**src/rtl/seg_scan_ctrl_if.sv**
```systemverilog
// seg_scan_ctrl_if: control inputs and mux/anode outputs of the 8-digit scan controller.
interface seg_scan_ctrl_if;
    logic        en;
    logic        load;
    logic [31:0] din;
    logic [7:0]  blank_mask;
    logic [3:0]  x0, x1, x2, x3, x4, x5, x6, x7;
    logic [2:0]  sel;
    logic [7:0]  an;
    logic        load_ack;
    logic        frame_done;
    modport master (
        output en, load, din, blank_mask,
        input  x0, x1, x2, x3, x4, x5, x6, x7, sel, an, load_ack, frame_done
    );
    modport slave (
        input  en, load, din, blank_mask,
        output x0, x1, x2, x3, x4, x5, x6, x7, sel, an, load_ack, frame_done
    );
endinterface

```
**src/rtl/seg_scan_ctrl.sv**
```systemverilog
// seg_scan_ctrl: prescaled digit scanner with dead-time anodes and frame-synchronous word update.
module seg_scan_ctrl #(
    parameter int CLK_DIV = 4,
    parameter int DEAD    = 1
) (
    input  logic          clk,
    input  logic          rst_n,
    seg_scan_ctrl_if.slave bus
);
    localparam int DW = $clog2(CLK_DIV);

    logic [DW-1:0] r_div_cnt;
    logic [2:0]    r_sel;
    logic [31:0]   r_disp;
    logic [31:0]   r_pend;
    logic          r_pend_valid;
    logic          r_load_ack;
    logic          r_frame_done;
    logic          w_wrap;
    logic          w_frame;
    logic          w_apply;
    logic          w_on;

    assign w_wrap  = bus.en && (r_div_cnt == DW'(CLK_DIV - 1));
    assign w_frame = w_wrap && (r_sel == 3'd7);
    // the display word may only change while scanning is idle or between frames
    assign w_apply = w_frame || !bus.en;
    assign w_on    = rst_n && bus.en && (r_div_cnt >= DW'(DEAD));

    always_ff @(posedge clk or negedge rst_n) begin
        if (!rst_n) begin
            r_div_cnt    <= '0;
            r_sel        <= '0;
            r_frame_done <= 1'b0;
        end else begin
            r_div_cnt    <= (!bus.en || w_wrap) ? '0 : r_div_cnt + 1'b1;
            r_sel        <= !bus.en ? 3'd0 : w_wrap ? r_sel + 3'd1 : r_sel;
            r_frame_done <= w_frame;
        end
    end

    always_ff @(posedge clk or negedge rst_n) begin
        if (!rst_n) begin
            r_disp       <= '0;
            r_pend       <= '0;
            r_pend_valid <= 1'b0;
            r_load_ack   <= 1'b0;
        end else if (w_apply && (bus.load || r_pend_valid)) begin
            r_disp       <= bus.load ? bus.din : r_pend;
            r_pend_valid <= 1'b0;
            r_load_ack   <= 1'b1;
        end else begin
            r_load_ack   <= 1'b0;
            if (bus.load) begin
                r_pend       <= bus.din;
                r_pend_valid <= 1'b1;
            end
        end
    end

    assign bus.an         = w_on ? (~(8'd1 << r_sel) | bus.blank_mask) : 8'hFF;
    assign bus.sel        = r_sel;
    assign bus.load_ack   = r_load_ack;
    assign bus.frame_done = r_frame_done;
    assign bus.x0         = r_disp[3:0];
    assign bus.x1         = r_disp[7:4];
    assign bus.x2         = r_disp[11:8];
    assign bus.x3         = r_disp[15:12];
    assign bus.x4         = r_disp[19:16];
    assign bus.x5         = r_disp[23:20];
    assign bus.x6         = r_disp[27:24];
    assign bus.x7         = r_disp[31:28];
endmodule

```
**src/flat_wrapper.sv**
```systemverilog
// flat-port wrapper written by rule: the top's interface ports become plain ports
module seg_scan_ctrl_flat 
#(
    parameter int CLK_DIV = 4,
    parameter int DEAD    = 1
)
  (clk, rst_n, bus_en, bus_load, bus_din, bus_blank_mask, bus_x0, bus_x1, bus_x2, bus_x3, bus_x4, bus_x5, bus_x6, bus_x7, bus_sel, bus_an, bus_load_ack, bus_frame_done);
  seg_scan_ctrl_if bus_i ();
  input  logic clk;
  input  logic rst_n;
  input wire logic [$bits(bus_i.en)-1:0] bus_en;
  input wire logic [$bits(bus_i.load)-1:0] bus_load;
  input wire logic [$bits(bus_i.din)-1:0] bus_din;
  input wire logic [$bits(bus_i.blank_mask)-1:0] bus_blank_mask;
  output wire logic [$bits(bus_i.x0)-1:0] bus_x0;
  output wire logic [$bits(bus_i.x1)-1:0] bus_x1;
  output wire logic [$bits(bus_i.x2)-1:0] bus_x2;
  output wire logic [$bits(bus_i.x3)-1:0] bus_x3;
  output wire logic [$bits(bus_i.x4)-1:0] bus_x4;
  output wire logic [$bits(bus_i.x5)-1:0] bus_x5;
  output wire logic [$bits(bus_i.x6)-1:0] bus_x6;
  output wire logic [$bits(bus_i.x7)-1:0] bus_x7;
  output wire logic [$bits(bus_i.sel)-1:0] bus_sel;
  output wire logic [$bits(bus_i.an)-1:0] bus_an;
  output wire logic [$bits(bus_i.load_ack)-1:0] bus_load_ack;
  output wire logic [$bits(bus_i.frame_done)-1:0] bus_frame_done;
  assign bus_i.en = bus_en;
  assign bus_i.load = bus_load;
  assign bus_i.din = bus_din;
  assign bus_i.blank_mask = bus_blank_mask;
  assign bus_x0 = bus_i.x0;
  assign bus_x1 = bus_i.x1;
  assign bus_x2 = bus_i.x2;
  assign bus_x3 = bus_i.x3;
  assign bus_x4 = bus_i.x4;
  assign bus_x5 = bus_i.x5;
  assign bus_x6 = bus_i.x6;
  assign bus_x7 = bus_i.x7;
  assign bus_sel = bus_i.sel;
  assign bus_an = bus_i.an;
  assign bus_load_ack = bus_i.load_ack;
  assign bus_frame_done = bus_i.frame_done;
  seg_scan_ctrl #(.CLK_DIV(CLK_DIV), .DEAD(DEAD)) u_core (.clk(clk), .rst_n(rst_n), .bus(bus_i));
endmodule
```
**config.mk**
```make
export PLATFORM = sky130hd
export DESIGN_NAME = seg_scan_ctrl_flat
export DESIGN_NICKNAME = d
export VERILOG_FILES = /design/src/rtl/seg_scan_ctrl_if.sv /design/src/rtl/seg_scan_ctrl.sv /design/src/flat_wrapper.sv
export SDC_FILE = /design/constraint.sdc
export NUM_CORES = 1
export LEC_CHECK = 0
export CORE_MARGIN = 2
export CORE_UTILIZATION = 46
export DETAILED_ROUTE_END_ITERATION = 7
export GPL_ROUTABILITY_DRIVEN = 0
export MAX_ROUTING_LAYER = met4
export PLACE_DENSITY = 0.86
export SETUP_SLACK_MARGIN = 0.1
export SYNTH_ARGS = -nofsm -noshare
export SYNTH_HDL_FRONTEND = slang
export SYNTH_SLANG_ARGS = --single-unit
```
**constraint.sdc**
```tcl
create_clock -name clk -period 2.1 [get_ports clk]
set_clock_uncertainty 0.05 [all_clocks]
set_input_delay 0.315 -clock clk [delete_from_list [all_inputs] [get_ports clk]]
set_output_delay 0.315 -clock clk [all_outputs]
set_load 0.005 [all_outputs]
```
==> out/results.md <==
| Group | Result | Reported |
|:---|:---|:---|
| status | Run status | completed |
| critical path | Reg2reg setup slack | 0.20 ns |
| critical path | Startpoint kind of the worst setup timing path | register |
| critical path | Crit-path max cell delay | 0.36 ns |
| timing | Post-route clock period utilization | 94.7% |
| clocking | Cell chosen for the clock root | sky130_fd_sc_hd__clkbuf_8 |
| critical path | Critical Path Sink Type | output pin |
| pwr | Static leakage | 2.07 nW |
| clocking | Maximum number of buffers from clock root to sink | 2 |
| critical path | R2r startpoint | u_core.bus.sel[1]$_DFFE_PN0P_ |
| logic synthesis | Post-synthesis cell count | 217 |
| die | Std-Cell Core Area | 7210 um2 |
| place | Number of I/O port buffers | 88 |
| timing | Highest attainable clock frequency | 0.503 GHz |
| pwr | Worst VDD drop | 0.650 mV |
| clocking | Number of sinks handled by clock tree synthesis | 72 |
| routing | Via/cell ratio | 4.90 |
| critical path | Largest fanout on the critical path | 4 |
| grt | Top Usage Layer GRT | met2 |
| grt | Vias in the first global route | 2,325 |
| routing | Number of nets with antenna violations after detailed routing | 0 |
| clocking | CTS tree | built |
| critical path | Chain of cells forming the critical path | inv_1 -> ha_1 -> and3b_2 -> buf_6 -> nand4b_1 -> clkdlybuf4s15_1 |
| grt | Remaining global-route overflow | 0 |
| critical path | WS Path Type | reg2out |
| die | Number of placed I/O pins | 89 |
| die | Die width | 90.1 um |
| grt | Met2 Resource Use GR | 31.3% |
| clocking | Number of hold-repair buffers added at the cts stage | 0 |
| final layout | Final nets | 367 |
| grt | All-layer global routing usage | 18.2% |
| critical path | Endpoint of the worst-slack reg-to-reg timing path | u_core.r_pend[3]$_DFFE_PN0N_ |
| logic synthesis | Mean Syn Cell Area | 15.7 um2 |
| logic synthesis | Netlist cell types | 25 |
| routing | WL per Instance | 16.2 um |
| timing | Count of pins over their slew limit | 0 |
| die | Number of core rows | 31 |
| routing | Violation count after the first detailed-routing iteration | 58 |
| timing | Final hold viol count | 0 |
| critical path | Worst setup path startpoint | u_core.r_div_cnt[0]$_DFF_PN0_ |
| critical path | Arrival time reported for the critical path endpoint | 1.62 ns |
| clocking | Number of clock buffers inserted by TritonCTS | 9 |
| clocking | CTS clock-pin slew for the worst setup and hold paths | 0.07 ns |
| routing | DRT Pass-1 Iters | 4 |
| critical path | R2R depth | 6 |
| critical path | Slowest stage cell on the critical path | sky130_fd_sc_hd__dfrtp_1 |
| pwr | Power density over cell area | 837 nW/um2 |
| die | Die Height | 90.1 um |
| final layout | Layout Cells excl Fill | 419 |
| grt | Antenna violations before repair | 0 |
| min path | Hold crit path type | in2async |
| timing | Slew HR | 41.0% |
| clocking | Clock network latency to the later pin of the worst-skew pair | 0.32 ns |
| critical path | Endpoint required time on the critical path | 1.74 ns |
| job | Max Cap Viol | 0 |
| grt | Maximum number of pins on one net before global-route repair | 73 |
| timing | Setup repair after global routing missed its margin | true |
| final layout | Utilization after layout | 64.5% |
| routing | Residual DRC count | 0 |
| place | Hpwl dp | 4720 um |
| logic synthesis | Post-synthesis net count | 269 |
| grt | Routing usage on met3 | 3.27% |
| critical path | Crit path capture | bus_an[5] |
| logic synthesis | Sequential share of the synthesized area | 52.8% |
| final layout | # diodes | 0 |
| clocking | Depth of the CTS H-tree | 3 |
| die | Total die area | 8120 um2 |
| logic synthesis | Warnings from Yosys | 0 |
| timing | Clock period minus worst slack | 1.99 ns |
| timing | Pin slew with the least headroom to its limit | 0.885 ns |
| grt | Global-route wire length before repair | 11,500 um |
| die | Effective utilization at floorplan | 47.3% |
| final layout | Share of cells above drive strength 1 | 42.5% |
| place | Number of placed cells counting well taps | 402 |
| routing | Overall via count from detail_route | 2,052 |
| routing | Detailed Route WL | 6770 um |
| timing | Setup-failing EPs final | 0 |
| timing | WHS | 0.187 ns |
| logic synthesis | Post-synthesis instance area | 3410 um2 |
| logic synthesis | Synthesized flop and latch total | 72 |
| final layout | Layout-stage area growth over the synthesis result | 36.5% |
| final layout | Fillers | 557 |
| grt | Met1 Resource Use GR | 21.7% |
[synth_stat cells, drive strengths merged]
cell type | number | area (um2)
mux2 | 96 | 1190
dfrtp | 72 | 1800
buf | 11 | 95.1
ha | 8 | 100
inv | 5 | 18.8
nand3b | 5 | 37.5
nand4b | 3 | 26.3
and2 | 2 | 12.5
and3b | 2 | 17.5
nand2 | 2 | 15.0
nor2 | 2 | 15.0
nor2b | 2 | 12.5
a21boi | 1 | 18.8
and3 | 1 | 6.26
clkbuf | 1 | 3.75
mux2i | 1 | 10.0
nor3b | 1 | 7.51
o211a | 1 | 10.0
xor2 | 1 | 8.76
[state kept, by name (all words and copies together) (netlist names)]
register,cells
u_core.bus.load_ack,1
u_core.bus.sel,3
u_core.r_disp,32
u_core.r_pend,32
u_core.r_div_cnt,2
u_core.bus.frame_done,1
u_core.r_pend_valid,1
[critical path, delay by kind of cell (launching register included)]
| kind | cells | cell delay [ns] |
|---|---|---|
| flops | 1 | 0.36 |
| fa+ha+maj | 1 | 0.18 |
| buf+inv | 3 | 0.40 |
| simple gates | 2 | 0.37 |
[layout make-up]
cell class	instances	area (um2)	share of cell area, %
multi-input combinational	128	1500	32.2
sequential	72	1800	38.7
inverter	5	18.8	0.403
tap	99	124	2.66
clock buffer	11	151	3.25
clock inverter	5	78.8	1.69
timing repair buffer	99	983	21.1
[metrics by stage]
stage / TNS (ns) / instance area (um2) / power [mW] / setup slack [ns]
3_5_place_dp: -0.172 / 4430 / 2.70 / -0.0472
6_report: 0 / 4660 / 3.90 / 0.112
4_1_cts: 0 / 4670 / 3.95 / 0.0349
5_1_grt: 0 / 4660 / 4.09 / 0.0262
2_1_floorplan: 0 / 3410 / 2.20 / 0.314
3_3_place_gp: -0.0480 / 4430 / 2.66 / -0.0193
[worst min-delay path by stage]
stage                             startpoint                               to  cells after the start
6_report                               rst_n    u_core.r_disp[21]$_DFFE_PN0P_                      2
2_1_floorplan                          rst_n  u_core.bus.frame_done$_DFF_PN0_                      0
3_5_place_dp   u_core.r_disp[19]$_DFFE_PN0P_    u_core.r_disp[19]$_DFFE_PN0P_                      1
3_3_place_gp   u_core.r_div_cnt[0]$_DFF_PN0_    u_core.r_div_cnt[0]$_DFF_PN0_                      1
5_1_grt                                rst_n    u_core.r_disp[23]$_DFFE_PN0P_                      2
4_1_cts                                rst_n     u_core.r_pend[5]$_DFFE_PN0N_                      2
[cells by family (layout without fill, tap and decap cells)]
kind of cell	after synthesis	in the layout	synth area share, %
AO/OA/AOI/OAI	2	2	0.844
XOR/XNOR	1	1	0.257
adder cells (fa/ha/maj)	8	8	2.93
buffers and inverters	17	120	3.45
flip-flops	72	72	52.8
multiplexers	97	97	35.3
AND/OR/NAND/NOR	20	20	4.40
[power by group]
group	leakage, nW	total (mW)	internal (mW)	switching [mW]
Combinational	1.09	0.915	0.647	0.268
Sequential	0.859	1.75	1.62	0.129
Clock	0.119	1.23	0.732	0.497
[layer usage]
| metal | share of wire, % | wire (um) |
|---|---|---|
| met2 | 54 | 3640 |
| met4 | 0.71 | 48 |
| met3 | 2.9 | 199 |
| met1 | 43 | 2880 |
| met5 | 0 | 0 |
[repair_timing]
item / CTS / global route
resized for setup: 21 / 8
setup buffers: 1 / 0
endpoints found under the setup margin: 8 / 21
pin swaps: 0 / 1
[cell usage in the layout, fill, tap and decap left out, types with 3 or more instances in the layout]
cell type / count
sky130_fd_sc_hd__clkbuf_8: 11
sky130_fd_sc_hd__mux2_2: 65
sky130_fd_sc_hd__ha_1: 7
sky130_fd_sc_hd__buf_2: 3
sky130_fd_sc_hd__buf_4: 6
sky130_fd_sc_hd__inv_1: 5
sky130_fd_sc_hd__mux2_4: 30
sky130_fd_sc_hd__clkdlybuf4s50_1: 78
sky130_fd_sc_hd__buf_12: 4
sky130_fd_sc_hd__clkbuf_2: 4
sky130_fd_sc_hd__nand3b_1: 5
sky130_fd_sc_hd__dfrtp_1: 72
sky130_fd_sc_hd__nand4b_1: 3
Power figures use the tool's default switching activity.
